## config.mk

```make
export PLATFORM = sky130hd
export DESIGN_NAME = dsm_adc_decim
export DESIGN_NICKNAME = d
export VERILOG_FILES = /design/src/rtl/dsm_pkg.sv /design/src/rtl/cic_comb_stage.sv /design/src/rtl/dsm_adc_decim.sv
export SDC_FILE = /design/constraint.sdc
export NUM_CORES = 1
export LEC_CHECK = 0
export CAP_MARGIN = 20
export CORE_UTILIZATION = 56
export DETAILED_ROUTE_END_ITERATION = 6
export PLACE_DENSITY_LB_ADDON = 0.12
export SYNTH_ARGS = -nofsm -noshare
export SYNTH_HDL_FRONTEND = slang
export SYNTH_HIERARCHICAL = 1
export SYNTH_SLANG_ARGS = --single-unit
```

## constraint.sdc

```tcl
create_clock -name clk -period 7.25 [get_ports clk]
set_clock_uncertainty 0.1 [all_clocks]
set_input_delay 0.725 -clock clk [delete_from_list [all_inputs] [get_ports clk]]
set_output_delay 0.725 -clock clk [all_outputs]
set_load 0.1 [all_outputs]
```

## src/rtl/dsm_pkg.sv

```systemverilog
// Shared definitions for the delta-sigma DAC / decimator family.
//   pcm_t        : 16-bit unsigned offset-binary PCM sample
//   SCALE_K      : fractional bits of the decimator output scale factor
//   cic_width    : CIC register width N*clog2(R)+1 for decimation R, order N
//   cic_gain     : DC gain R^N of an order-N CIC decimating by R
//   scale_factor : floor((2^pcm_w-1) * 2^SCALE_K / R^N)
package dsm_pkg;

    localparam int unsigned SCALE_K = 32;

    typedef logic [15:0] pcm_t;

    function automatic int unsigned cic_width(input int unsigned r, input int unsigned n);
        return n * $clog2(r) + 1;
    endfunction

    function automatic logic [63:0] cic_gain(input int unsigned r, input int unsigned n);
        logic [63:0] g;
        g = 64'd1;
        for (int unsigned i = 0; i < n; i++) begin
            g = g * 64'(r);
        end
        return g;
    endfunction

    function automatic logic [63:0] scale_factor(input int unsigned pcm_w, input int unsigned r,
                                                 input int unsigned n);
        logic [63:0] full;
        full = ((64'd1 << pcm_w) - 64'd1) << SCALE_K;
        return full / cic_gain(r, n);
    endfunction

endpackage

```

## src/rtl/cic_comb_stage.sv

```systemverilog
// One CIC comb section: y = x - x(previous decimated sample).
//   clk   : system clock
//   rst_n : synchronous active-low reset
//   ce    : compute enable, high for one cycle per decimated sample
//   x     : stage input
//   y     : registered difference, updated only when ce is high
module cic_comb_stage #(
    parameter int unsigned W = 15
) (
    input  logic         clk,
    input  logic         rst_n,
    input  logic         ce,
    input  logic [W-1:0] x,
    output logic [W-1:0] y
);

    logic [W-1:0] delay_q;

    always_ff @(posedge clk) begin
        if (!rst_n) begin
            delay_q <= '0;
            y       <= '0;
        end else if (ce) begin
            // Modulo-2^W subtraction; wrap-around is what makes the CIC work.
            delay_q <= x;
            y       <= x - delay_q;
        end
    end

endmodule

```

## src/rtl/dsm_adc_decim.sv

```systemverilog
// Order-N CIC decimator for a 1-bit delta-sigma bitstream, scaled to
// unsigned PCM.
//   clk       : system clock
//   rst_n     : synchronous active-low reset
//   en        : sample enable; low freezes integrators and decimation counter
//   dsm_in    : 1-bit input bitstream
//   pcm_out   : decimated, scaled sample (unsigned offset-binary)
//   pcm_valid : one-cycle strobe marking a new pcm_out
module dsm_adc_decim
    import dsm_pkg::*;
#(
    parameter int unsigned OSR   = 100,
    parameter int unsigned ORDER = 2,
    parameter int unsigned PCM_W = 16
) (
    input  logic             clk,
    input  logic             rst_n,
    input  logic             en,
    input  logic             dsm_in,
    output logic [PCM_W-1:0] pcm_out,
    output logic             pcm_valid
);

    localparam int unsigned W      = cic_width(OSR, ORDER);
    localparam int unsigned CNT_W  = $clog2(OSR);
    localparam int unsigned WARM_W = $clog2(ORDER + 1);
    localparam int unsigned PROD_W = W + 64;
    localparam logic [63:0] SCALE  = scale_factor(PCM_W, OSR, ORDER);
    localparam logic [PCM_W-1:0] PCM_MAX = '1;

    // The pipeline must drain before the next strobe can issue.
    if (OSR < ORDER + 3 || ORDER < 1 || ORDER > 3) begin : g_param_check
        $error("dsm_adc_decim: need 1 <= ORDER <= 3 and OSR >= ORDER+3");
    end

    logic [W-1:0]      integ_q [ORDER];
    logic [CNT_W-1:0]  cnt_q;
    logic [WARM_W-1:0] warm_q;
    logic [W-1:0]      cap_q;
    logic [ORDER:0]    tok_q;      // tok_q[k]: sample ready at comb stage k input
    logic              live_q;     // in-flight sample is past warm-up
    logic              scale_vld_q;
    logic [PCM_W-1:0]  pcm_s_q;
    logic [W-1:0]      comb_y [ORDER];
    logic              strobe;

    logic [PROD_W-1:0] prod;
    logic [PROD_W-1:0] shifted;
    logic [PCM_W-1:0]  pcm_scaled;

    assign strobe = en && (cnt_q == CNT_W'(OSR - 1));

    for (genvar g = 0; g < ORDER; g++) begin : g_comb
        logic [W-1:0] stage_x;
        if (g == 0) begin : g_first
            assign stage_x = cap_q;
        end else begin : g_next
            assign stage_x = comb_y[g-1];
        end
        cic_comb_stage #(
            .W(W)
        ) u_stage (
            .clk  (clk),
            .rst_n(rst_n),
            .ce   (tok_q[g]),
            .x    (stage_x),
            .y    (comb_y[g])
        );
    end

    // Rounded fixed-point scale with saturation at full scale.
    always_comb begin
        prod       = PROD_W'(comb_y[ORDER-1]) * PROD_W'(SCALE) + (PROD_W'(1) << (SCALE_K - 1));
        shifted    = prod >> SCALE_K;
        pcm_scaled = (shifted > PROD_W'(PCM_MAX)) ? PCM_MAX : shifted[PCM_W-1:0];
    end

    always_ff @(posedge clk) begin
        if (!rst_n) begin
            for (int unsigned k = 0; k < ORDER; k++) begin
                integ_q[k] <= '0;
            end
            cnt_q       <= '0;
            warm_q      <= '0;
            cap_q       <= '0;
            tok_q       <= '0;
            live_q      <= 1'b0;
            scale_vld_q <= 1'b0;
            pcm_s_q     <= '0;
            pcm_out     <= '0;
            pcm_valid   <= 1'b0;
        end else begin
            if (en) begin
                integ_q[0] <= integ_q[0] + W'(dsm_in);
                for (int unsigned k = 1; k < ORDER; k++) begin
                    integ_q[k] <= integ_q[k] + integ_q[k-1];
                end
                cnt_q <= strobe ? '0 : cnt_q + CNT_W'(1);
            end

            // Token shifts every clock regardless of en, so an issued sample
            // always completes on schedule.
            tok_q <= {tok_q[ORDER-1:0], strobe};

            if (strobe) begin
                cap_q  <= integ_q[ORDER-1];
                live_q <= (warm_q == WARM_W'(ORDER));
                if (warm_q != WARM_W'(ORDER)) begin
                    warm_q <= warm_q + WARM_W'(1);
                end
            end

            scale_vld_q <= tok_q[ORDER] && live_q;
            if (tok_q[ORDER]) begin
                pcm_s_q <= pcm_scaled;
            end

            pcm_valid <= scale_vld_q;
            if (scale_vld_q) begin
                pcm_out <= pcm_s_q;
            end
        end
    end

endmodule

```

==> impl_metrics.yaml, run 1 <==
outcome:
  run_status: "completed"
sta:
  fin_ws_ns: 0.204
  worstMarginPinSlew_ns: 0.988
  hold_violations: 0
  fin_tns_setup_ns: 0
  hold_slack_ns: 0.361
  min_period_ns: 7.05
  slew_headroom: 0.339
  fmax_mhz: 142
  period_share: 0.972
  slew_violations: 0
  finalSetupViolations: 0
clock_network:
  cts_hold_buffers: 0
  cts.sinks: 152
  cts_tree: "built"
  clock_latency_ns: 0.45
  cts_buffer_depth: 2
  cts_max_level: 4
  clk_pin_slew_ns: 0.06
  cts_made_buffers: 17
  root_buffer: "clkbuf_16"
finish:
  antennaDiodeCount: 0
  layout.cells.non_filler: 2259
  drive_gt1_frac: 0.106
  n_fill_cell: 2373
  syn_to_final_growth_pct: 12.1
  fin_area_um2: 18200
  final_util: 0.646
  nets: 2264
synth:
  synth_seq_cells: 152
  synth_top_family_by_area: "adder cells"
  synth_area_per_cell_um2: 9.08
  ys.flop_type: "dfxtp_1"
  synth-async-reset-ratio: 0
  yosysMostFrequentCell: "inv_1"
  synth-simple-area-share: 0.128
  yosysSeqAreaShare: 0.206
  synth_cell_types: 74
  synth_largest_area_cell: "fa_1"
  synthTopCellsByCount: "inv_1, ha_1, fa_1"
  syn_inst: 1787
  synthAdderAreaFrac: 0.373
  synth-xor-area-share: 0.0372
  synth_top_area_frac: 0.190
  yosysWarnings: 6
  synth_edf_count: 30
  synthMuxAreaShare: 0.0355
  netlist_area_um2: 16200
  synth_compound_area_frac: 0.134
  syn_nets: 2183
  synth_area_leaders: "fa_1, ha_1, dfxtp_1"
power_and_ir_drop:
  total_power_mw: 1.87
  irDropWorstVdd_v: 0.000195
  power_density_nw_per_um2: 103
  p_leak_nw: 8.67
hold_path:
  hp-start: "live_q"
  hold_path_class: "reg -> reg"
grt:
  antenna_found_initial: 0
  grt_max_degree: 63
  grt_pass1_vias: 12403
  grt_overflow: 0
  grt.total_usage: 0.282
  grt_pass1_wl_um: 63700
placement:
  globalplace.congestion: 0.997
  dpl_cell_area_um2: 17300
  post-place-ws_ns: -0.0711
  numPortBuffers: 20
  dp_cells: 2220
  dp_hpwl_um: 32800
floorplanning:
  core-area_um2: 28200
  die-width_um: 172
  fp.dieH_um: 172
  dieArea_um2: 29700
  core.rowCount: 61
  initial_core_util: 0.576
  ios: 21
worst_setup_path:
  required_ns: 7.47
  critPathLaunchType: "register"
  critical_path_arrival_ns: 7.27
  worstSetupEndpointType: "register"
  cp_max_fo: 15
  reg2reg_from: "g_comb[1].u_stage/y[13]"
  crit_type: "reg -> reg"
  startpoint: "g_comb[1].u_stage/y[13]"
route:
  wire_per_inst_um: 17.6
  dr.pass1.iters: 5
  drcViolationCount: 0
  drt-vias-per-instance: 5.48
  totalWireLength_um: 39900
  ant_nets: 0
  via_count: 12384
  drtIter0Drc: 675
flow_run:
  max_cap_viol_count: 0
state kept, by name (all words and copies together), names as in the netlist:
register,count
g_comb.u_stage/delay_q,30
scale_vld_q,1
g_comb.u_stage/y,30
cap_q,15
integ_q,30
cnt_q,7
pcm_out,16
warm_q,2
pcm_valid,1
tok_q,3
live_q,1
pcm_s_q,16
per-layer routing:
metal  vias to the layer above  wire (um)  GRT usage
met5                         -          0          0
met4                         0       1290      0.109
met3                        60       1440     0.0476
met2                       238      18900      0.471
met1                      5919      18200      0.363
li1                       6167          -          -
layout make-up:
type / count / area (um^2) / area share
tap: 378 / 473 / 0.0260
timing repair buffer: 107 / 865 / 0.0475
sequential: 152 / 3360 / 0.185
clock buffer: 20 / 447 / 0.0246
inverter: 323 / 1210 / 0.0667
multi-input combinational: 1267 / 11700 / 0.643
clock inverter: 12 / 138 / 0.00757
what timing repair did:
action                                  CTS  global route
resized for setup                         3            55
endpoints found under the setup margin   15            16
hold endpoints to repair                  0             0
pin swaps                                 0             8
setup buffers                             0             7
power breakdown:
group / internal, mW / switching [mW] / total (mW)
Clock: 0.521 / 0.379 / 0.900
Sequential: 0.878 / 0.0139 / 0.892
Combinational: 0.0313 / 0.0450 / 0.0763
final timing paths:
kind / to / slack [ns] / cells past startpoint
max: pcm_s_q[6] / 0.20 / 25
min: live_q / 0.36 / 2
max reg2reg: pcm_s_q[6] / 0.20 / 25
min reg2reg: live_q / 0.36 / 2
critical path, stage by stage, from the launching register on:
cell and delay [ns]:
dfxtp_2 0.37, ha_2 0.32, xor2_2 0.16, ha_1 0.17
or2_2 0.30, fa_1 0.48, fa_1 0.53, fa_1 0.56
inv_1 0.06, fa_1 0.49, inv_1 0.04, ha_1 0.34
a21o_1 0.21, a31oi_2 0.27, buf_4 0.17, and4_1 0.19
a31oi_1 0.06, a311oi_2 0.42, buf_4 0.20, and3_1 0.18
nand3b_1 0.18, nor4_4 0.28, mux2_4 0.35, nor3_4 0.21
buf_12 0.18, a21oi_1 0.08
placed cells by master (no fill, tap or decap), drive strengths merged, types with 30 or more instances in the layout:
master  netlist  routed
nand2        99      99
o21ai        76      76
inv         323     328
mux2i        56      56
xnor2        39      39
nand3        43      43
a21oi        89      89
buf           6      88
fa          154     154
nor2        127     127
dfxtp       122     122
ha          238     238
edfxtp       30      30
nor3         30      30
logic make-up after synthesis:
| family | count (synthesis) |
|---|---|
| mux | 57 |
| simple gates | 425 |
| compound gates | 325 |
| fa+ha+maj | 392 |
| buf+inv | 368 |
| flops | 152 |
| xor+xnor | 68 |
No activity file was read; power rests on OpenSTA's default activity.
==> run 2: changes to the inputs <==
PLACE_DENSITY = 0.75   (was unset)
PLACE_DENSITY_LB_ADDON = unset   (was 0.12)
==> run 2 against run 1 <==
  * Sequential power is essentially flat
  * Flip-flop and latch count stayed put
  * Cell area increased by 0.92%
  * Total power is 0.37% lower
  * Via count grew 4.1%
  * First-iteration DRC count is 22% higher
  * Cell count up 0.13%
  * Register-to-register slack worse by 0.07 ns
  * Clock power down 0.6%
  * Critical path type unchanged
==> impl_metrics.yaml, run 2 (synthesis gave the netlist of run 1 again) <==
sta:
  slew_violations: 0
  finalSetupViolations: 0
  worstMarginPinSlew_ns: 1.01
  period_share: 0.982
  fmax_mhz: 140
  min_period_ns: 7.12
  slew_headroom: 0.324
  hold_violations: 0
finish:
  final_util: 0.652
  nets: 2267
  layout_commonest_cell: "inv_1"
  n_fill_cell: 2296
  fin_area_um2: 18400
  syn_to_final_growth_pct: 13.1
  antennaDiodeCount: 0
  layout_common_cells: "inv_1, ha_1, fa_1"
  drive_gt1_frac: 0.116
  top_regs: "g_comb.u_stage/delay_q: 30 flops, g_comb.u_stage/y: 30 flops, integ_q: 30 flops"
floorplanning:
  fp.dieH_um: 172
  initial_core_util: 0.576
  core-area_um2: 28200
  die-width_um: 172
  dieArea_um2: 29700
  core.rowCount: 61
  ios: 21
worst_setup_path:
  cp_max_fo: 7
  critPathLaunchType: "register"
  crit_type: "reg -> reg"
  critical_path_arrival_ns: 7.32
  required_ns: 7.45
  worstSetupEndpointType: "register"
route:
  totalWireLength_um: 41600
  via_count: 12886
  drtIter0Drc: 825
  drt-vias-per-instance: 5.70
  wire_per_inst_um: 18.4
  ant_nets: 0
  drcViolationCount: 0
  dr.pass1.iters: 6
placement:
  dpl_cell_area_um2: 17300
  numPortBuffers: 20
  globalplace.congestion: 0.997
  dp_hpwl_um: 33800
clock_network:
  cts_tree: "built"
  cts_buffer_depth: 2
  cts_max_level: 4
  clk_pin_slew_ns: 0.08
  cts.sinks: 152
  root_buffer: "clkbuf_16"
  cts_made_buffers: 17
  clock_latency_ns: 0.43
  cts_hold_buffers: 0
power_and_ir_drop:
  p_leak_nw: 8.67
  power_density_nw_per_um2: 101
  irDropWorstVdd_v: 0.000112
grt:
  grt_pass1_wl_um: 66200
  grt_pass1_vias: 12780
  grt.total_usage: 0.292
  antenna_found_initial: 0
  grt_max_degree: 62
  grt_overflow: 0
flow_run:
  max_cap_viol_count: 0
hold_path:
  hold_path_class: "reg -> reg"
outcome:
  run_status: "completed"
==> run 2: cell types whose count changed in the layout (fill, tap and decap cells not counted), moves of 3 or more <==
cell      change
dfxtp_1       +3
a21oi_2       -3
ha_4          +8
inv_6         +3
clkinv_8      +3
ha_1          -9
dfxtp_2       -4
buf_6         +3
==> run 2: routing by layer <==
metal | track usage | part of all wire | vias up
met5 | 0 | 0 | -
met4 | 0.0839 | 0.022 | 0
met3 | 0.0481 | 0.050 | 58
met2 | 0.487 | 0.47 | 359
met1 | 0.390 | 0.45 | 6302
li1 | - | - | 6167
==> run 2: report_power, final <==
part	switching, mW	leakage, nW	internal [mW]
registers	0.0135	1.32	0.877
clock network	0.433	0.281	0.461
logic	0.0447	7.07	0.0312
total	0.491	8.67	1.37
==> run 2: worst max-delay path: stages (launching register included) <==
cell and delay [ns]:
dfxtp_1 0.35, inv_2 0.08, ha_4 0.29, inv_1 0.06, ha_1 0.32, inv_2 0.08, fa_2 0.47, fa_1 0.54
inv_1 0.05, fa_1 0.54, inv_1 0.06, fa_1 0.51, inv_1 0.07, ha_4 0.28, nand4_1 0.16, or3b_4 0.43
o211ai_4 0.15, inv_2 0.06, a21oi_1 0.32, a31oi_1 0.18, o311ai_1 0.42, nand4_1 0.26, nor4_4 0.33, mux2_4 0.35
nor3_4 0.29, buf_6 0.17, a21oi_2 0.05
==> run 2: layout make-up <==
class / instances / area, um^2 / share of cell area
clock inverters: 14 / 149 / 0.00811
repair buffers: 110 / 886 / 0.0483
multi-input cells: 1267 / 11900 / 0.646
flip-flops and latches: 152 / 3360 / 0.183
inverters: 323 / 1210 / 0.0660
clock buffers: 18 / 429 / 0.0234
well taps: 378 / 473 / 0.0258
==> run 2: repair_timing <==
item                                    in CTS  in global routing
endpoints found under the setup margin      15                 16
gates cloned                                 0                  1
gates resized for setup                      6                 80
pin swaps                                    0                 22
endpoints found under the hold margin        0                  0
setup buffers                                0                  8
==> run 2: path summary, 6_finish.rpt <==
kind,from,endpoint,slack (ns),depth (start not counted)
setup / recovery,g_comb[1].u_stage/y[7],pcm_s_q[7],0.13,26
hold / removal,live_q,live_q,0.37,2
setup reg to reg,g_comb[1].u_stage/y[7],pcm_s_q[7],0.13,26
hold reg to reg,live_q,live_q,0.37,2
==> run 2: metrics by stage <==
stage | power [mW] | hold slack, ns | setup WS, ns | setup TNS [ns] | cells
2_1_floorplan | 0.966 | 0.333 | 0.0779 | 0 | 1787
3_3_place_gp | 0.981 | 0.350 | 0.0635 | 0 | 2221
3_5_place_dp | 0.986 | 0.363 | -0.0819 | -0.786 | 2221
4_1_cts | 1.88 | 0.373 | 0.00993 | 0 | 2253
5_1_grt | 1.92 | 0.407 | -0.100 | -1.30 | 2262
6_report | 1.86 | 0.368 | 0.131 | 0 | 2262
==> RTL change, RTL diff (config.mk and constraints of run 2) <==
Register the inputs `en` and `dsm_in` before use, without a reset. The logic sees them one clock later.
--- a/src/rtl/dsm_adc_decim.sv
+++ b/src/rtl/dsm_adc_decim.sv
@@ -30,2 +30,10 @@
 
+    logic en_q;
+    logic dsm_q;
+
+    always_ff @(posedge clk) begin
+        en_q  <= en;
+        dsm_q <= dsm_in;
+    end
+
     // The pipeline must drain before the next strobe can issue.
@@ -50,3 +58,3 @@
 
-    assign strobe = en && (cnt_q == CNT_W'(OSR - 1));
+    assign strobe = en_q && (cnt_q == CNT_W'(OSR - 1));
 
@@ -92,4 +100,4 @@
         end else begin
-            if (en) begin
-                integ_q[0] <= integ_q[0] + W'(dsm_in);
+            if (en_q) begin
+                integ_q[0] <= integ_q[0] + W'(dsm_q);
                 for (int unsigned k = 1; k < ORDER; k++) begin
Behaviour: no difference found for any inputs over 10 cycles, from zero or initial values and one cycle with rst_n low; that may be too few to reach the edited logic, so the function may still have changed.
==> RTL change against run 2 <==
Synthesized area increased by 0.72%. Clock power decreased by 1%. Synthesized cell count grew 0.17%. Sequential cell count rose by 2. Sequential share of layout area up 0.66 points. Cell area decreased by 2.4%. Worst setup slack gained 0.11 ns. Power is 0.29% higher. Routed wire length is 2.7% lower. Sequential power grew 2%. Combinational power is 2% higher.
==> RTL change: results (changes against run 2) <==
stage,metric,value,unit,change
setup_path,cp_max_fo,7,,unchanged
setup_path,reg2reg_from,g_comb[1].u_stage/y[6],,was g_comb[1].u_stage/y[7]
global_routing,grt_pass1_vias,12590,,was 12.78k
logic_synthesis,synth_edf_count,30,,unchanged
route,wl_per_cell,18.13,um,was 18.40 um
setup_path,r2r_end,pcm_s_q[14],,was pcm_s_q[7]
placement,place_ws,0.07514,ns,was -0.08192 ns
route,viasPerCell,5.670,,was 5.697
logic_synthesis,synthTopCellsByCount,"inv_1, ha_1, fa_1",,unchanged
setup_path,rr_worst_depth,22,,was 26
placement,placed_area,17220,sq um,was 17340 sq um
logic_synthesis,synth.avg_cell_area,9.132,sq um,was 9.083 sq um
min_path,hp-start,live_q,,unchanged
placement,gp_congestion,1.005,,was 0.9965
logic_synthesis,muxShareOfSynthArea,3.574,%,was 3.546%
pwr,peakVddDrop,0.1927,mV,was 0.1122 mV
outcome,outcome,finished clean,,unchanged
logic_synthesis,yosysUniqueCellTypes,77,,was 74
pwr,leakagePower,0.008607,uW,was 0.008667 uW
setup_path,crit_arrival,7.22,ns,was 7.32 ns
setup_path,rrSetupSlack,0.24,ns,was 0.13 ns
cells_and_area,instances_no_fill,2233,,was 2262
logic_synthesis,synth-adder-area-share,37.08,%,was 37.34%
cells_and_area,drive_gt1_share,8.004,%,was 11.62%
placement,dp_hpwl,33440,um,was 33820 um
timing,hold_ws,0.3665,ns,was 0.3677 ns
min_path,hold_path_class,register to register,,unchanged
logic_synthesis,synthXorXnorAreaFrac,3.536,%,was 3.716%
route,dr.pass1.iters,5,,was 6
global_routing,grt_util_all_layers,27.46,%,was 29.22%
logic_synthesis,synth_compound_area_share,13.88,%,was 13.39%
global_routing,grt_max_degree,82,,was 62
logic_synthesis,synth.yosys.seq_area_share,20.70,%,was 20.60%
timing,fmax,0.1426,GHz,was 0.1405 GHz
route,drt_first_iter_violations,796,,was 825
setup_path,path_delay_family,adder cells,,unchanged
global_routing,grt_pass1_wl,65180,um,was 66230 um
timing,worst_slew_pin_slew,0.9963,ns,was 1.010 ns
logic_synthesis,synthTopCellsByArea,"fa_1, ha_1, dfxtp_1",,unchanged
-- RTL change: cell types whose count changed after synthesis, moves of 3 or more --
| cell | change |
|---|---|
| a211o_1 | -3 |
| a211oi_1 | -3 |
| a21boi_0 | -5 |
| a21oi_1 | +3 |
| a31oi_1 | -5 |
| nand2b_1 | -3 |
| nand3b_1 | -3 |
| nor3b_1 | +3 |
| o21ai_1 | +6 |
| xnor2_1 | -3 |
-- RTL change: layout make-up --
class                      count  area [sq um]
clock buffer                  17         425.4
clock inverter                15         148.9
fill                        2479         10790
inverter                     323          1212
multi-input combinational   1267         11660
sequential                   154          3393
tap                          384         480.5
timing repair buffer          73         593.1
-- RTL change: what timing repair did --
action                     4_1_cts  5_1_grt
pin swaps                        0        6
gates cloned                     0        0
setup buffers                    0        3
setup endpoints to repair        2       16
gates resized for setup          1       26
hold endpoints to repair         0        0
-- RTL change: kinds of logic (layout without fill, tap and decap cells) --
| kind of cell | Yosys count | after routing |
|---|---|---|
| AO/OA/AOI/OAI | 334 | 334 |
| adder cells (fa/ha/maj) | 392 | 392 |
| buffers and inverters | 369 | 428 |
| multiplexers | 58 | 58 |
| AND/OR/NAND/NOR | 417 | 417 |
| XOR/XNOR | 66 | 66 |
| flip-flops | 154 | 154 |
-- RTL change: worst register-to-register path, cell delays in order, from the launching register on --
cell	delay (ns)
dfxtp_1	0.49
ha_1	0.40
ha_1	0.41
inv_1	0.14
fa_1	0.54
fa_1	0.55
inv_1	0.06
fa_1	0.50
ha_1	0.33
ha_1	0.37
nand2_1	0.11
nor3_2	0.41
nand4_1	0.14
buf_4	0.20
a311oi_2	0.31
a211oi_2	0.11
xor2_1	0.21
nor4_4	0.42
nand4b_4	0.19
nor4_4	0.33
mux2i_2	0.27
buf_4	0.21
o211ai_1	0.11
-- RTL change: power breakdown --
group / internal, uW / leakage, uW / switching (uW)
combinational: 31.7 / 0.00698 / 45.8
clock: 486 / 0.000287 / 399
sequential: 889 / 0.00134 / 14.6
total: 1410 / 0.00861 / 460
-- RTL change: worst max-delay path by stage --
stage                             end  cells after the start
after floorplan           pcm_s_q[10]                     24
after global placement    pcm_s_q[14]                     22
after detailed placement  pcm_s_q[14]                     23
after CTS                 pcm_s_q[14]                     24
after global routing      pcm_s_q[14]                     25
final                     pcm_s_q[14]                     22
-- RTL change: metal layers --
layer / GRT usage, % / up-vias / part of all wire (%)
met5: 0 / - / 0
met1: 36.06 / 6191 / 44
met4: 8.591 / 0 / 2.6
met3: 3.320 / 62 / 4.5
li1: - / 6136 / -
met2: 47.26 / 272 / 49
